## config.mk

```make
export PLATFORM = sky130hd
export DESIGN_NAME = param_uart
export DESIGN_NICKNAME = d
export VERILOG_FILES = /design/src/rtl/param_uart.sv
export SDC_FILE = /design/constraint.sdc
export NUM_CORES = 1
export LEC_CHECK = 0
export CORE_ASPECT_RATIO = 0.9
export CORE_MARGIN = 2
export CORE_UTILIZATION = 40
export DETAILED_ROUTE_END_ITERATION = 16
export GPL_ROUTABILITY_DRIVEN = 0
export MAX_ROUTING_LAYER = met4
export SYNTH_ARGS = -nofsm -noshare
export SYNTH_HDL_FRONTEND = slang
export SYNTH_SLANG_ARGS = --single-unit
export TNS_END_PERCENT = 100
```

## constraint.sdc

```tcl
create_clock -name CLK -period 2.48 [get_ports CLK]
set_input_delay 0.248 -clock CLK [delete_from_list [all_inputs] [get_ports CLK]]
set_output_delay 0.248 -clock CLK [all_outputs]
set_load 0.01 [all_outputs]
```

## src/rtl/param_uart.sv

```systemverilog
// param_uart: FIFO-buffered UART (TX/RX FSMs, FWFT RX FIFO, sticky overrun).
// Define PARAM_UART_PARITY_EN to generate and check parity per parity_mode.
module param_uart #(
  parameter int CLK_FREQ        = 50_000_000,
  parameter int BAUDRATE        = 115_200,
  parameter int DATA_BITS       = 8,
  parameter int STOP_BITS       = 1,
  parameter int FIFO_ADDR_WIDTH = 3
) (
  input  logic                 CLK,
  input  logic                 RST,
  input  logic                 RX,
  output logic                 TX,
  input  logic [DATA_BITS-1:0] w_data,
  input  logic                 w_valid,
  output logic                 w_ready,
  output logic [DATA_BITS-1:0] r_data,
  output logic [1:0]           r_err,
  input  logic                 r_valid,
  output logic                 r_ready,
  input  logic [1:0]           parity_mode,
  output logic                 overrun
);
`ifdef PARAM_UART_PARITY_EN
  localparam bit PAR_EN = 1'b1;
`else
  localparam bit PAR_EN = 1'b0;
`endif
  localparam int DIV = CLK_FREQ / BAUDRATE;
  localparam int CW = $clog2(DIV);
  localparam int AW = FIFO_ADDR_WIDTH;
  localparam int DEPTH = 1 << AW;
  localparam logic [CW-1:0] BIT_END = CW'(DIV - 1);
  localparam logic [CW-1:0] HALF_END = CW'(DIV / 2 - 1);
  typedef enum logic [2:0] {IDLE, START, DATA, PARITY, STOP} state_t;
  logic [DATA_BITS-1:0] tmem [DEPTH];
  logic [DATA_BITS+1:0] rmem [DEPTH];
  logic [AW:0] tw, tr, rw, rr;
  logic tx_empty, tx_full, rx_empty, rx_full, tx_push, tx_pop, rx_wr, rx_pop;
  assign tx_empty = tw == tr;
  assign tx_full = (tw[AW] != tr[AW]) && (tw[AW-1:0] == tr[AW-1:0]);
  assign rx_empty = rw == rr;
  assign rx_full = (rw[AW] != rr[AW]) && (rw[AW-1:0] == rr[AW-1:0]);
  assign w_ready = !tx_full;
  assign r_ready = !rx_empty;
  assign tx_push = w_valid && w_ready;
  assign rx_pop = r_valid && r_ready;
  assign r_data = r_ready ? rmem[rr[AW-1:0]][DATA_BITS-1:0] : '0;
  assign r_err = r_ready ? rmem[rr[AW-1:0]][DATA_BITS+1:DATA_BITS] : 2'b00;
  state_t ts, ts_n;
  logic [CW-1:0] tc, tc_n;
  logic [3:0] ti, ti_n;
  logic [DATA_BITS-1:0] tsh, tsh_n;
  logic tp, tp_n, tpen, tpen_n, t_end;
  assign t_end = tc == BIT_END;
  always_comb begin
    ts_n = ts;
    tc_n = tc + 1'b1;
    ti_n = ti;
    tsh_n = tsh;
    tp_n = tp;
    tpen_n = tpen;
    tx_pop = 1'b0;
    case (ts)
      IDLE: tc_n = '0;
      START: if (t_end) begin ts_n = DATA; tc_n = '0; ti_n = '0; end
      DATA: if (t_end) begin
        tc_n = '0;
        tsh_n = tsh >> 1;
        ti_n = ti + 4'd1;
        if (ti == 4'(DATA_BITS - 1)) begin ti_n = '0; ts_n = tpen ? PARITY : STOP; end
      end
      PARITY: if (t_end) begin ts_n = STOP; tc_n = '0; end
      STOP: if (t_end) begin
        tc_n = '0;
        ti_n = ti + 4'd1;
        if (ti == 4'(STOP_BITS - 1)) begin ti_n = '0; ts_n = IDLE; end
      end
      default: ts_n = IDLE;
    endcase
    // a waiting word starts its frame the cycle after the last stop bit, so frames run gap-free
    if (!tx_empty && (ts == IDLE || (ts == STOP && t_end && ti == 4'(STOP_BITS - 1)))) begin
      ts_n = START;
      tc_n = '0;
      ti_n = '0;
      tx_pop = 1'b1;
      tsh_n = tmem[tr[AW-1:0]];
      tpen_n = PAR_EN && (parity_mode == 2'b01 || parity_mode == 2'b10);
      tp_n = ^tmem[tr[AW-1:0]] ^ parity_mode[1];
    end
  end
  always_ff @(posedge CLK) begin
    if (RST) begin
      ts <= IDLE;
      tc <= '0;
      ti <= '0;
      tsh <= '0;
      tp <= 1'b0;
      tpen <= 1'b0;
      TX <= 1'b1;
    end else begin
      ts <= ts_n;
      tc <= tc_n;
      ti <= ti_n;
      tsh <= tsh_n;
      tp <= tp_n;
      tpen <= tpen_n;
      TX <= (ts == START) ? 1'b0 : (ts == DATA) ? tsh[0] : (ts == PARITY) ? tp : 1'b1;
    end
  end
  state_t rs, rs_n;
  logic [2:0] rx_q;
  logic [CW-1:0] rc, rc_n;
  logic [3:0] ri, ri_n;
  logic [DATA_BITS-1:0] rsh, rsh_n;
  logic rpen, rpen_n, rodd, rodd_n, rferr, rferr_n, rperr, rperr_n, rpush, rpush_q, r_end, rx_s;
  assign rx_s = rx_q[1];
  assign r_end = rc == BIT_END;
  always_comb begin
    rs_n = rs;
    rc_n = rc + 1'b1;
    ri_n = ri;
    rsh_n = rsh;
    rpen_n = rpen;
    rodd_n = rodd;
    rferr_n = rferr;
    rperr_n = rperr;
    rpush = 1'b0;
    case (rs)
      IDLE: begin
        rc_n = '0;
        if (rx_q[2] && !rx_s) begin
          rs_n = START;
          rpen_n = PAR_EN && (parity_mode == 2'b01 || parity_mode == 2'b10);
          rodd_n = parity_mode[1];
          rperr_n = 1'b0;
        end
      end
      START: if (rc == HALF_END) begin rc_n = '0; ri_n = '0; rs_n = rx_s ? IDLE : DATA; end
      DATA: if (r_end) begin
        rc_n = '0;
        rsh_n = {rx_s, rsh[DATA_BITS-1:1]};
        ri_n = ri + 4'd1;
        if (ri == 4'(DATA_BITS - 1)) rs_n = rpen ? PARITY : STOP;
      end
      PARITY: if (r_end) begin rc_n = '0; rperr_n = rx_s ^ (^rsh) ^ rodd; rs_n = STOP; end
      STOP: if (r_end) begin rs_n = IDLE; rferr_n = !rx_s; rpush = 1'b1; end
      default: rs_n = IDLE;
    endcase
  end
  always_ff @(posedge CLK) begin
    if (RST) begin
      rs <= IDLE;
      rx_q <= 3'b111;
      rc <= '0;
      ri <= '0;
      rsh <= '0;
      rpen <= 1'b0;
      rodd <= 1'b0;
      rferr <= 1'b0;
      rperr <= 1'b0;
      rpush_q <= 1'b0;
    end else begin
      rs <= rs_n;
      rx_q <= {rx_q[1:0], RX};
      rc <= rc_n;
      ri <= ri_n;
      rsh <= rsh_n;
      rpen <= rpen_n;
      rodd <= rodd_n;
      rferr <= rferr_n;
      rperr <= rperr_n;
      rpush_q <= rpush;
    end
  end
  assign rx_wr = rpush_q && !rx_full;
  always_ff @(posedge CLK) begin
    if (tx_push) tmem[tw[AW-1:0]] <= w_data;
    if (rx_wr) rmem[rw[AW-1:0]] <= {rperr, rferr, rsh};
  end
  always_ff @(posedge CLK) begin
    if (RST) begin
      tw <= '0;
      tr <= '0;
      rw <= '0;
      rr <= '0;
      overrun <= 1'b0;
    end else begin
      tw <= tw + (AW+1)'(tx_push);
      tr <= tr + (AW+1)'(tx_pop);
      rw <= rw + (AW+1)'(rx_wr);
      rr <= rr + (AW+1)'(rx_pop);
      overrun <= (rpush_q && rx_full) || (overrun && !rx_pop);
    end
  end
endmodule

```

; ---- Word level (Yosys, flattened, before mapping)
; Memory sizes are Yosys's and may differ from the RTL's. A register that Yosys moved wholly into a read port is not among the register bits.
; Index checks and enable logic that the tools add are counted.
[totals]
ram_bits = 144
reg_bits = 74
latchBits = 0
elab_cells = 166
mem_bits_ro = 0
inputBits = 15
mem_count = 2
[op_classes]
reduce_logical = 43
mux = 49
n_eq_ne = 38
div = 0
bitwise_logic = 5
n_shift = 0
order_cmp = 0
addsub = 8
n_mul = 0
[memory_table]
columns = name, words, word_bits, read_ports, rd_ports_with_merged_regs, wr, line
row1 = rmem, 8, 10, 1, 1, 1, 37  ; logic [DATA_BITS+1:0] rmem [DEPTH];
row2 = tmem, 8, 8, 1, 1, 1, 36  ; logic [DATA_BITS-1:0] tmem [DEPTH];
[ops]
columns = cell, n
row1 = $mux W3, 14
row2 = $mux W8, 4
row3 = $pmux W3 S5, 2
row4 = $mux W4, 7
row5 = $mux W9, 3
row6 = $pmux W9 S3, 1
row7 = $ne A2 B2 Y1 const B, 12
row8 = $add A9 B1 Y9 const B, 2
row9 = $eq A9 B9 Y1 const B, 2
row10 = $pmux W9 S2, 1
row11 = $add A4 B1 Y4, 4
row12 = $reduce_xor A8 Y1, 2
row13 = $reduce_and A7 Y1, 2
row14 = $eq A3 B2 Y1 const B, 4
row15 = $mux W1, 12
row16 = $ne A3 B3 Y1 const B, 4
row17 = $pmux W4 S3, 1
row18 = $logic_and A1 B1 Y1, 11
row19 = $eq A9 B8 Y1 const B, 1
row20 = $add A4 B1 Y4 const B, 2
row21 = $eq A4 B3 Y1 const B, 2
row22 = $eq A4 B4 Y1, 2
row23 = $pmux W4 S2, 1
row24 = $reduce_and A2 Y1, 4
row25 = other kinds (21), 43

; ---- Depth between registers and ports, before layout
; Gate-level depths: netlist of run 1.
[depth]
depth_word = 8
depth_mapped = 10
ltp_nobuf = 9

; ---- Worst setup path after synthesis of run 1
; OpenSTA, ideal clock, no wires.
[synth_path]
kind = register -> register
start = reg ti[0]
end = reg tr[1]
stages_incl_launch_ff = 10
arrival_time_ns = 2.392
slack_ns = -0.039
cell_sequence = dfxtp_1 -> inv_1 -> ha_1 -> or3b_2 -> o41a_1 -> nor3_2 -> buf_2 -> and2_1 -> ha_1 -> nor2b_1
[synth_between]
elab_chain_cells = 6
[synth_rtl]
columns = element, line
row1 = "start, declared", 52  ; logic [3:0] ti, ti_n;
row2 = "start signal, assigned", 104  ; ti <= ti_n;
row3 = $logic_not A4 Y1, 82  ; if (!tx_empty && (ts == IDLE || (ts == STOP && t_end && ti == 4'(STOP_BITS - 1)))) begin
row4 = $logic_and A1 B1 Y1, 82
row5 = $logic_or A1 B1 Y1, 82
row6 = $logic_and A1 B1 Y1, 82
row7 = $mux W1, 82
row8 = $add A4 B1 Y4, 190  ; tr <= tr + (AW+1)'(tx_pop);
row9 = "end signal, assigned", 190
row10 = "end, declared", 38  ; logic [AW:0] tw, tr, rw, rr;
; No other way between the ends.
; A chain may end at the register's enable or synchronous reset.

; ---- Worst setup path after layout of run 1
[layout_path]
start = reg tr[0]
end = reg tp
[layout_between]
elab_chain_cells = 3
[layout_rtl]
columns = element, line
row1 = $eq A4 B4 Y1, 40  ; assign tx_empty = tw == tr;
row2 = $logic_not A1 Y1, 82
row3 = $logic_and A1 B1 Y1, 82
row4 = "end signal, assigned", 106  ; tp <= tp_n;
row5 = "end, declared", 54  ; logic tp, tp_n, tpen, tpen_n, t_end;
; No other way between the ends.

==> qor.csv, run 1 <==
stage,metric,value,unit
placement,DP Wirelength,10900,um
placement,PortBufs,27,
synth,"FFs w/ async S/R, synth",0,%
cts,clock slew at the register clock pins of the worst setup and hold paths,0.06,ns
synth,commonest register cell after synthesis,sky130_fd_sc_hd__edfxtp_1,
synth,cell area after synthesis,9040,um2
synth,cell types with the largest area share after synthesis,"sky130_fd_sc_hd__edfxtp_1 48%, sky130_fd_sc_hd__dfxtp_1 16%, sky130_fd_sc_hd__mux4_2 7.2%",
synth,Post-synth top cells,"144 x sky130_fd_sc_hd__edfxtp_1, 85 x sky130_fd_sc_hd__nor2_1, 74 x sky130_fd_sc_hd__dfxtp_1",
timing,setup_tns,-0.0115,ns
timing,Clock Skews,0.00781,ns
worst_setup_path,CP cell instances,"buf_6, buf_6, mux4_2, mux2_4, xnor3_1, xnor2_2, and4b_1, or3_1",
drt,top layer reached by signal wires,met4,
timing,pin slew with the least headroom to its limit,0.598,ns
hold_path,classification of the worst-slack hold path,in2reg,
drt,Met2 Routed Length,8680,um
outcome,result of the run,"complete, but fails checks",
cts,buffer depth of the longest clock path,3,
cells_and_area,final instance count without filler cells,1035,
die,width of the die,162,um
cells_and_area,number of nets in the final layout,753,
synth,sequential-to-total area share from yosys stat,64.2,%
worst_setup_path,kind of critical path,reg2reg,
timing,final critical path time including I/O delays and setup,2.49,ns
cts,worst-skew pair later-pin latency,0.50,ns
flow_run,number of max-cap violations,0,
cells_and_area,Seq. cell area,5810,um2
cells_and_area,fraction of final layout cells with drive strength greater than 1,22.8,%
drt,count of TritonRoute iterations in the first routing pass,6,
worst_setup_path,Crit. End Element,flop,
cts,root buf cell,sky130_fd_sc_hd__clkbuf_16,
drt,average vias per placed instance,5.02,
global_route,antenna violations before repair,0,
drt,remaining antenna violation count after routing,0,
cts,number of buffers added by the clock tree synthesis step,23,
timing,number of max-slew violations in the final report,0,
drt,detail-routed net length per standard cell,16.8,um
global_route,global routing usage summed across all routing layers,15.0,%
power_and_ir_drop,Leak,3.93,nW
worst_setup_path,CP Launch Type,flop,
worst_setup_path,Crit path required time,2.86,ns
timing,unrepaired setup endpoints after global routing,true,
worst_setup_path,"Data arrival, critical path",2.87,ns
global_route,first-pass GRT wire length,27300,um
placement,total instance count after detailed placement,971,
die,Die Outline Area,23800,um2
die,die height,147,um
cts,CTS tree,built,
drt,routed length on met1,7790,um
drt,number of design rule violations left after detail routing,0,
synth,syn nets,661,
synth,post-synth top area share,47.9,%
cells_and_area,area occupied by multi-input gates,3130,um2
die,initial cell density of the core,40.5,%
synth,most frequent cell after synthesis,sky130_fd_sc_hd__edfxtp_1,
die,top-level I/O count,29,
worst_setup_path,Worst Path Max Fanout,3,
drt,metal3 WL,520,um
timing,final worst path period share,100,%
worst_setup_path,cell family contributing the most delay on the critical path,multiplexers,
drt,Total Wirelength,17300,um
global_route,vias in the first global route,5225,
synth,Post-Syn Instances,631,
power_and_ir_drop,Pwr per Cell Area,803,nW/um2
worst_setup_path,Bufs and invs on worst path,2,
die,# rows,52,
cells_and_area,count of antenna diodes in the layout,0,
worst_setup_path,most used cell along the critical path,sky130_fd_sc_hd__buf_6,
worst_setup_path,highest cell delay on the worst timing path,0.47,ns
cells_and_area,Final Core Density,49.0,%
outcome,failing checks,setup timing,
cts,number of sinks on the clock net,218,
cells_and_area,area growth from synthesis to final layout,21.0,%
worst_setup_path,slowest cell on the critical path,sky130_fd_sc_hd__mux4_2,
global_route,largest net degree at the start of global routing,33,
global_route,GRT overflow,0,
synth,Synth warnings,0,
timing,Relative slew margins,60.1,%
synth,number of synthesized register bits,218,
synth,distinct cell type count after synthesis,52,
drt,number of vias in the routed layout,5199,
synth,average cell area after synthesis,14.3,um2
cts,maximum level of the CTS H-tree,1,
synth,Post-synth EDFFs,144,
cells_and_area,number of filler cells placed in the layout,1880,
timing,final setup margin,-0.0115,ns
die,floorplan core area,22300,um2
synth,dominant cell type by area after synthesis,sky130_fd_sc_hd__edfxtp_1,
timing,number of setup violations in the final report,1,
timing,"Hold Vio Cnt, Final",0,
drt,starting DRC count in detailed routing,295,
power_and_ir_drop,Peak supply drop,0.000608,V
timing,maximum clock frequency,0.401,GHz
-- state kept, by name, summed over array words and instances (netlist names) --
name and cells:
ts 3, rperr 1, rc 9, rs 3, ri 4, ti 4
overrun 1, tw 4, rferr 1, rmem 80, rr 4, tp 1
tmem 64, rw 4, rx_q 3, TX 1, tsh 8, rodd 1
rsh 8, tc 9, tr 4, rpush_q 1
-- power breakdown --
group	total (mW)	internal [mW]	switching [mW]
clock network	3.24	1.91	1.33
logic	1.46	0.797	0.658
registers	4.09	3.99	0.104
-- cell usage in the layout, fill, tap and decap left out, types with 5 or more instances in the layout --
cell type,netlist,final
sky130_fd_sc_hd__clkbuf_16,0,24
sky130_fd_sc_hd__a21oi_1,19,19
sky130_fd_sc_hd__nor2_1,85,85
sky130_fd_sc_hd__mux4_2,29,33
sky130_fd_sc_hd__dlygate4sd2_1,0,6
sky130_fd_sc_hd__ha_1,15,15
sky130_fd_sc_hd__xor2_1,23,20
sky130_fd_sc_hd__dfxtp_1,74,70
sky130_fd_sc_hd__edfxtp_1,144,144
sky130_fd_sc_hd__buf_4,0,62
sky130_fd_sc_hd__clkbuf_1,19,6
sky130_fd_sc_hd__a22oi_1,5,5
sky130_fd_sc_hd__clkdlybuf4s50_1,0,15
sky130_fd_sc_hd__nand3_1,14,14
sky130_fd_sc_hd__nand2b_1,9,9
sky130_fd_sc_hd__or3_1,5,5
sky130_fd_sc_hd__xnor2_1,22,20
sky130_fd_sc_hd__inv_1,13,13
sky130_fd_sc_hd__mux2i_1,25,22
sky130_fd_sc_hd__nor3_1,8,8
sky130_fd_sc_hd__and3_1,5,5
sky130_fd_sc_hd__nor2b_1,13,13
sky130_fd_sc_hd__or2_2,6,6
sky130_fd_sc_hd__nand2_1,20,20
sky130_fd_sc_hd__o21ai_0,6,6
-- worst paths after layout --
path	startpoint	cells after the start	to	slack (ns)
setup / recovery	tr[0]	8	tp	-0.01
hold / removal	RST	2	tw[3]	0.24
setup reg to reg	tr[0]	8	tp	-0.01
hold reg to reg	rx_q[0]	1	rx_q[1]	0.42
-- final cells by class --
type                            count  share of cell area [%]
Timing Repair Buffer               97                    7.93
Clock inverter                     11                   0.973
Clock buffer                       29                    5.47
Inverter                           13                   0.446
Tap cell                          297                    3.40
Sequential cell                   218                    53.2
Multi-Input combinational cell    370                    28.6
-- metrics by stage --
| step | power [mW] | worst slack [ns] | area, um2 | hold WS, ns |
|---|---|---|---|---|
| 2_1_floorplan | 5.04 | 0.0241 | 9040 | 0.347 |
| 3_3_place_gp | 5.41 | 0.0150 | 9920 | 0.408 |
| 3_5_place_dp | 5.44 | -0.0281 | 9920 | 0.396 |
| 4_1_cts | 8.77 | -0.0364 | 10800 | 0.222 |
| 6_report | 8.79 | -0.0115 | 10900 | 0.239 |
| 5_1_grt | 9.15 | -0.0808 | 10900 | 0.252 |
-- logic make-up (layout without fill, tap and decap cells) --
group | after synthesis | in the layout | synth area share [%]
buf+inv | 43 | 150 | 2.01
flops | 218 | 218 | 64.2
mux | 67 | 67 | 12.8
simple gates | 194 | 194 | 10.8
xor+xnor | 46 | 46 | 4.61
fa+ha+maj | 16 | 16 | 2.19
compound gates | 47 | 47 | 3.32
-- repair_timing --
item                                   in CTS  in global routing
gates cloned                                2                  1
buffers inserted                           11                 10
gates resized for setup                    24                 21
pin swaps                                   3                  6
hold buffers                                0                  0
setup endpoints to repair                  12                  9
endpoints found under the hold margin       0                  0
-- routing by layer --
layer  vias to the layer above  global-route usage (%)
met5                         -                       -
met4                         0                    3.85
met3                        30                    2.33
met2                        75                    25.7
met1                      2579                    18.6
li1                       2515                       -
-- worst reg2reg max path, stage by stage (launching register included) --
cell and delay (ns):
sky130_fd_sc_hd__dfxtp_2 0.34, sky130_fd_sc_hd__buf_6 0.12, sky130_fd_sc_hd__buf_6 0.09, sky130_fd_sc_hd__mux4_2 0.47
sky130_fd_sc_hd__mux2_4 0.29, sky130_fd_sc_hd__xnor3_1 0.37, sky130_fd_sc_hd__xnor2_2 0.16, sky130_fd_sc_hd__and4b_1 0.18
sky130_fd_sc_hd__or3_1 0.36
No activity file was read; power rests on OpenSTA's default activity.
==> inputs of run 2 (changes only) <==
CORE_MARGIN = 1   (was 2)
==> run 2 against run 1 <==
- the flow now finishes without violations
- sequential share of layout area is 0.67 points higher
- die area is 2.6% lower
- cell count is 2.7% lower
- critical path type unchanged
- total power is 3.5% higher
- sequential power hardly changed
==> qor.csv, run 2 (synthesis gave the netlist of run 1 again) <==
stage,metric,value,unit
outcome,result of the run,"complete, no violations",
cts,clock slew at the register clock pins of the worst setup and hold paths,0.06,ns
timing,Clock Skews,0.00539,ns
timing,number of setup violations in the final report,0,
timing,setup_tns,0,ns
drt,remaining antenna violation count after routing,0,
global_route,global routing usage summed across all routing layers,15.4,%
cts,CTS tree,built,
die,width of the die,160,um
worst_setup_path,CP Launch Type,flop,
die,floorplan core area,21900,um2
drt,count of TritonRoute iterations in the first routing pass,4,
power_and_ir_drop,Internal Dissipation,7.04,mW
cells_and_area,number of nets in the final layout,730,
cells_and_area,Final Core Density,49.3,%
worst_setup_path,Worst Path Max Fanout,6,
power_and_ir_drop,sequential group share of total power,45.1,%
global_route,GRT overflow,0,
cts,number of buffers added by the clock tree synthesis step,23,
timing,pin slew with the least headroom to its limit,0.508,ns
timing,unrepaired setup endpoints after global routing,true,
drt,average vias per placed instance,5.09,
power_and_ir_drop,Switching Share,22.7,%
worst_setup_path,Crit path required time,2.86,ns
power_and_ir_drop,fraction of power consumed by the clock network,41.1,%
power_and_ir_drop,switching power summed over all nets,2.06,mW
die,Die Outline Area,23200,um2
global_route,vias in the first global route,5251,
cells_and_area,count of antenna diodes in the layout,0,
timing,maximum clock frequency,0.408,GHz
drt,detail-routed net length per standard cell,16.5,um
worst_setup_path,"Data arrival, critical path",2.83,ns
placement,DP Wirelength,10900,um
cells_and_area,"leading cell types in the layout, fill and taps excluded","144 x sky130_fd_sc_hd__edfxtp_1, 85 x sky130_fd_sc_hd__nor2_1, 72 x sky130_fd_sc_hd__dfxtp_1",
timing,number of max-slew violations in the final report,0,
timing,Min Hold Slack,0.208,ns
global_route,antenna violations before repair,0,
timing,Relative slew margins,66.1,%
power_and_ir_drop,Pwr per Cell Area,843,nW/um2
die,top-level I/O count,29,
worst_setup_path,Crit. End Element,flop,
die,# rows,51,
cts,worst-skew pair later-pin latency,0.49,ns
worst_setup_path,kind of critical path,reg2reg,
drt,Total Wirelength,16600,um
power_and_ir_drop,Peak supply drop,0.000563,V
cts,root buf cell,sky130_fd_sc_hd__clkbuf_16,
flow_run,number of max-cap violations,0,
global_route,first-pass GRT wire length,27200,um
cts,maximum level of the CTS H-tree,1,
placement,total instance count after detailed placement,963,
power_and_ir_drop,portion of total power attributed to combinational logic,13.8,%
hold_path,classification of the worst-slack hold path,in2reg,
cts,number of sinks on the clock net,218,
cts,buffer depth of the longest clock path,3,
cells_and_area,final instance count without filler cells,1007,
die,die height,145,um
timing,final critical path time including I/O delays and setup,2.45,ns
die,initial cell density of the core,41.3,%
global_route,largest net degree at the start of global routing,28,
drt,number of vias in the routed layout,5122,
cells_and_area,fraction of final layout cells with drive strength greater than 1,19.3,%
drt,number of design rule violations left after detail routing,0,
cells_and_area,area growth from synthesis to final layout,19.5,%
timing,"Hold Vio Cnt, Final",0,
placement,PortBufs,27,
cells_and_area,"most common cell after layout, fill and taps aside",sky130_fd_sc_hd__edfxtp_1,
power_and_ir_drop,Leak,3.85,nW
cells_and_area,max reg flops,80,
timing,final worst path period share,98.9,%
drt,starting DRC count in detailed routing,296,
run 2: cell count changes in the layout (fill, tap and decap cells not counted), sizes merged:
cell	before	now
clkinvlp	3	0
clkdlybuf4s15	3	0
clkdlybuf4s50	15	16
clkinv	6	7
bufinv	2	6
dlygate4sd2	6	10
buf	70	48
clkbuf	31	28
dlymetal6s2s	1	0
run 2: through the flow:
stage               worst slack, ns  power (mW)  cell area (um2)
finish                       0.0268        9.10            10800
global route                -0.0615        9.48            10800
CTS                        -0.00514        9.19            10800
detailed placement          -0.0581        5.43             9910
global placement            -0.0337        5.39             9910
floorplan                    0.0241        5.04             9040
run 2: path summary, 6_finish.rpt:
check / startpoint / endpoint / slack, ns / cells after the start
max: tr[0] / tp / 0.03 / 7
min: RST / tr[3] / 0.21 / 2
max reg2reg: tr[0] / tp / 0.03 / 7
min reg2reg: tsh[1] / tsh[1] / 0.46 / 2
run 2: area by class of cell:
| cell class | instances | area, um2 |
|---|---|---|
| clock buffers | 28 | 614 |
| clock inverters | 13 | 216 |
| fillers | 1858 | 11100 |
| inverters | 13 | 48.8 |
| multi-input cells | 370 | 3070 |
| flip-flops and latches | 218 | 5810 |
| well taps | 291 | 364 |
| repair buffers | 74 | 668 |
run 2: power groups by stage:
| stage | sequential [mW] | clock [mW] | combinational [mW] |
|---|---|---|---|
| after CTS | 4.10 | 3.83 | 1.26 |
| after detailed placement | 4.18 | 0 | 1.25 |
| after global routing | 4.12 | 3.98 | 1.38 |
| final | 4.10 | 3.73 | 1.26 |
| after global placement | 4.17 | 0 | 1.22 |
| after floorplan | 4.12 | 0 | 0.926 |
run 2: worst max-delay path, stage by stage (launching register included):
cell                      delay [ns]
sky130_fd_sc_hd__dfxtp_2        0.35
sky130_fd_sc_hd__buf_12         0.13
sky130_fd_sc_hd__mux4_1         0.53
sky130_fd_sc_hd__mux2i_1        0.20
sky130_fd_sc_hd__xnor3_1        0.45
sky130_fd_sc_hd__xnor2_1        0.16
sky130_fd_sc_hd__and4b_1        0.19
sky130_fd_sc_hd__or3_1          0.33
run 2: layer usage:
layer | vias up | routed length [um] | GRT usage, %
met3 | 23 | 488 | 2.18
met2 | 76 | 8350 | 26.9
met4 | 0 | 327 | 4.16
met1 | 2541 | 7440 | 18.8
li1 | 2482 | - | -
met5 | - | 0 | -
run 2: repair_timing:
action / CTS / global route
setup buffers: 1 / 2
resized for setup: 20 / 1
pin swaps: 0 / 1
endpoints found under the setup margin: 12 / 5
hold buffers: 0 / 0
cloned: 0 / 0
==> inputs of run 3 (changes only) <==
clock period = 2.7 ns   (was 2.48 ns; I/O delays follow)
==> run 3 against run 2 <==
- total power decreased by 13%
- sequential share of layout area increased by 0.82 points
- clock-buffer cell count increased by 3
- wire length decreased by 0.10%
- first-iteration DRC count decreased by 1.0%
- non-clock buffer count decreased by 12
- critical path depth decreased by 2
- hold slack improved by 0.055 ns
- clock skew increased by 0.0068 ns
- critical path type is now reg2out
- critical endpoint is now r_data[7]
- largest power group unchanged
==> qor.csv, run 3 (synthesis gave the netlist of run 1 again) <==
stage,metric,value,unit
placement,PortBufs,27,
worst_setup_path,slowest cell on the critical path,sky130_fd_sc_hd__mux4_2,
die,Die Outline Area,23200,um2
worst_setup_path,origin of the critical flop-to-flop path,tr[0],
die,floorplan core area,21900,um2
worst_setup_path,Bufs and invs on worst path,2,
cells_and_area,number of nets in the final layout,718,
die,initial cell density of the core,41.3,%
cts,number of sinks on the clock net,218,
worst_setup_path,CP cell instances,"buf_12, mux4_2, mux2i_1, nor2_1, clkdlybuf4s50_1",
timing,final critical path time including I/O delays and setup,2.59,ns
timing,unrepaired setup endpoints after global routing,false,
outcome,result of the run,"complete, no violations",
worst_setup_path,"Data arrival, critical path",2.32,ns
placement,Post-DP Area,9810,um2
global_route,first-pass GRT wire length,26800,um
drt,count of TritonRoute iterations in the first routing pass,4,
cts,maximum level of the CTS H-tree,1,
cts,buffer depth of the longest clock path,3,
hold_path,launch point of the worst hold path,RST,
die,top-level I/O count,29,
worst_setup_path,Worst Path Max Fanout,11,
global_route,global routing usage summed across all routing layers,15.2,%
global_route,GRT overflow,0,
power_and_ir_drop,Internal Dissipation,6.10,mW
cells_and_area,"most common cell after layout, fill and taps aside",sky130_fd_sc_hd__edfxtp_1,
power_and_ir_drop,Switching Share,23.4,%
timing,pin slew with the least headroom to its limit,0.599,ns
cells_and_area,fraction of final layout cells with drive strength greater than 1,17.6,%
cells_and_area,final standard cell area without fillers,10600,um2
worst_setup_path,kind of critical path,reg2out,
drt,detail-routed net length per standard cell,16.7,um
die,die height,145,um
worst_setup_path,highest cell delay on the worst timing path,0.51,ns
drt,starting DRC count in detailed routing,293,
timing,final worst path period share,95.9,%
power_and_ir_drop,Leak,3.70,nW
placement,DP Wirelength,10600,um
drt,number of design rule violations left after detail routing,0,
global_route,largest net degree at the start of global routing,34,
drt,average vias per placed instance,5.07,
timing,number of max-slew violations in the final report,0,
timing,setup_tns,0,ns
worst_setup_path,cell family contributing the most delay on the critical path,multiplexers,
cts,worst-skew pair later-pin latency,0.50,ns
timing,maximum clock frequency,0.386,GHz
power_and_ir_drop,Peak supply drop,0.000407,V
drt,Total Wirelength,16600,um
cells_and_area,count of antenna diodes in the layout,0,
timing,"Hold Vio Cnt, Final",0,
timing,Relative slew margins,60.1,%
drt,remaining antenna violation count after routing,0,
worst_setup_path,logic depth of the worst register-to-register path,6,
power_and_ir_drop,switching power summed over all nets,1.86,mW
cells_and_area,area growth from synthesis to final layout,17.7,%
cts,number of buffers added by the clock tree synthesis step,23,
power_and_ir_drop,Pwr per Cell Area,749,nW/um2
die,width of the die,160,um
power_and_ir_drop,portion of total power attributed to combinational logic,13.2,%
worst_setup_path,Crit path required time,2.43,ns
timing,number of setup violations in the final report,0,
cells_and_area,max reg flops,80,
drt,number of vias in the routed layout,5045,
cts,root buf cell,sky130_fd_sc_hd__clkbuf_16,
global_route,vias in the first global route,5114,
cts,Setup Buffers After CTS,0,
worst_setup_path,Register-to-Register Setup Slack,0.21,ns
power_and_ir_drop,fraction of power consumed by the clock network,39.3,%
hold_path,hold-critical path endpoint,tw[2],
timing,Clock Skews,0.0122,ns
worst_setup_path,CP Launch Type,flop,
cts,CTS tree,built,
worst_setup_path,Crit. End Element,primary output,
hold_path,classification of the worst-slack hold path,in2reg,
flow_run,number of max-cap violations,0,
die,# rows,51,
global_route,antenna violations before repair,0,
cells_and_area,"leading cell types in the layout, fill and taps excluded","144 x sky130_fd_sc_hd__edfxtp_1, 85 x sky130_fd_sc_hd__nor2_1, 71 x sky130_fd_sc_hd__dfxtp_1",
hold_path,count of cells along the worst hold path,2,
power_and_ir_drop,sequential group share of total power,47.4,%
cts,clock slew at the register clock pins of the worst setup and hold paths,0.06,ns
worst_setup_path,critical register-to-register path endpoint,tp,
## run 3: cell types whose count changed in the layout (fill, tap and decap cells not counted), sizes merged
cell,previous run,this run
clkdlybuf4s50,16,26
bufinv,6,3
clkinv,7,6
clkbuf,28,32
inv,13,15
buf,48,35
dlygate4sd2,10,0
## run 3: layer usage
metal	vias to the layer above	global-route usage (%)	routed length [um]
li1	2453	-	-
met1	2486	18.7	7310
met2	77	26.3	8380
met3	29	2.21	509
met4	0	4.46	394
met5	-	-	0
## run 3: final cells by class
type / instances / area [um2]
Inverter: 13 / 48.8
Clock inverter: 11 / 136
Tap cell: 291 / 364
Fill cell: 1849 / 11300
Multi-Input combinational cell: 370 / 3080
Timing Repair Buffer: 62 / 578
Sequential cell: 218 / 5810
Clock buffer: 31 / 616
## run 3: what timing repair did
action | 4_1_cts | 5_1_grt
resized for setup | 0 | 12
hold buffers | 0 | 0
setup endpoints to repair | 0 | 12
## run 3: worst max-delay path by stage
stage	startpoint	to	slack, ns	depth (start not counted)
6_report	rr[0]	r_data[7]	0.11	5
5_1_grt	rr[1]	r_data[5]	0.02	6
4_1_cts	rr[0]	r_data[7]	0.05	5
3_5_place_dp	tr[0]	tp	0.08	7
3_3_place_gp	tr[0]	tp	0.1	7
2_1_floorplan	ti[0]	tr[1]	0.18	9
## run 3: metrics by stage
step	setup WS (ns)	util [%]	cells	power [mW]	hold WS (ns)
2_1_floorplan	0.181	-	631	4.62	0.369
5_1_grt	0.0217	48.6	996	8.30	0.281
3_5_place_dp	0.0773	44.8	952	4.91	0.407
4_1_cts	0.0469	48.3	994	8.05	0.248
3_3_place_gp	0.0977	44.8	952	4.87	0.403
6_report	0.111	48.6	996	7.96	0.263
## run 3: power by group through the flow
stage	clock network [mW]	registers (mW)	logic, mW
finish	3.13	3.77	1.05
global placement	0	3.84	1.04
CTS	3.21	3.77	1.07
global route	3.35	3.79	1.16
detailed placement	0	3.84	1.06
floorplan	0	3.78	0.837
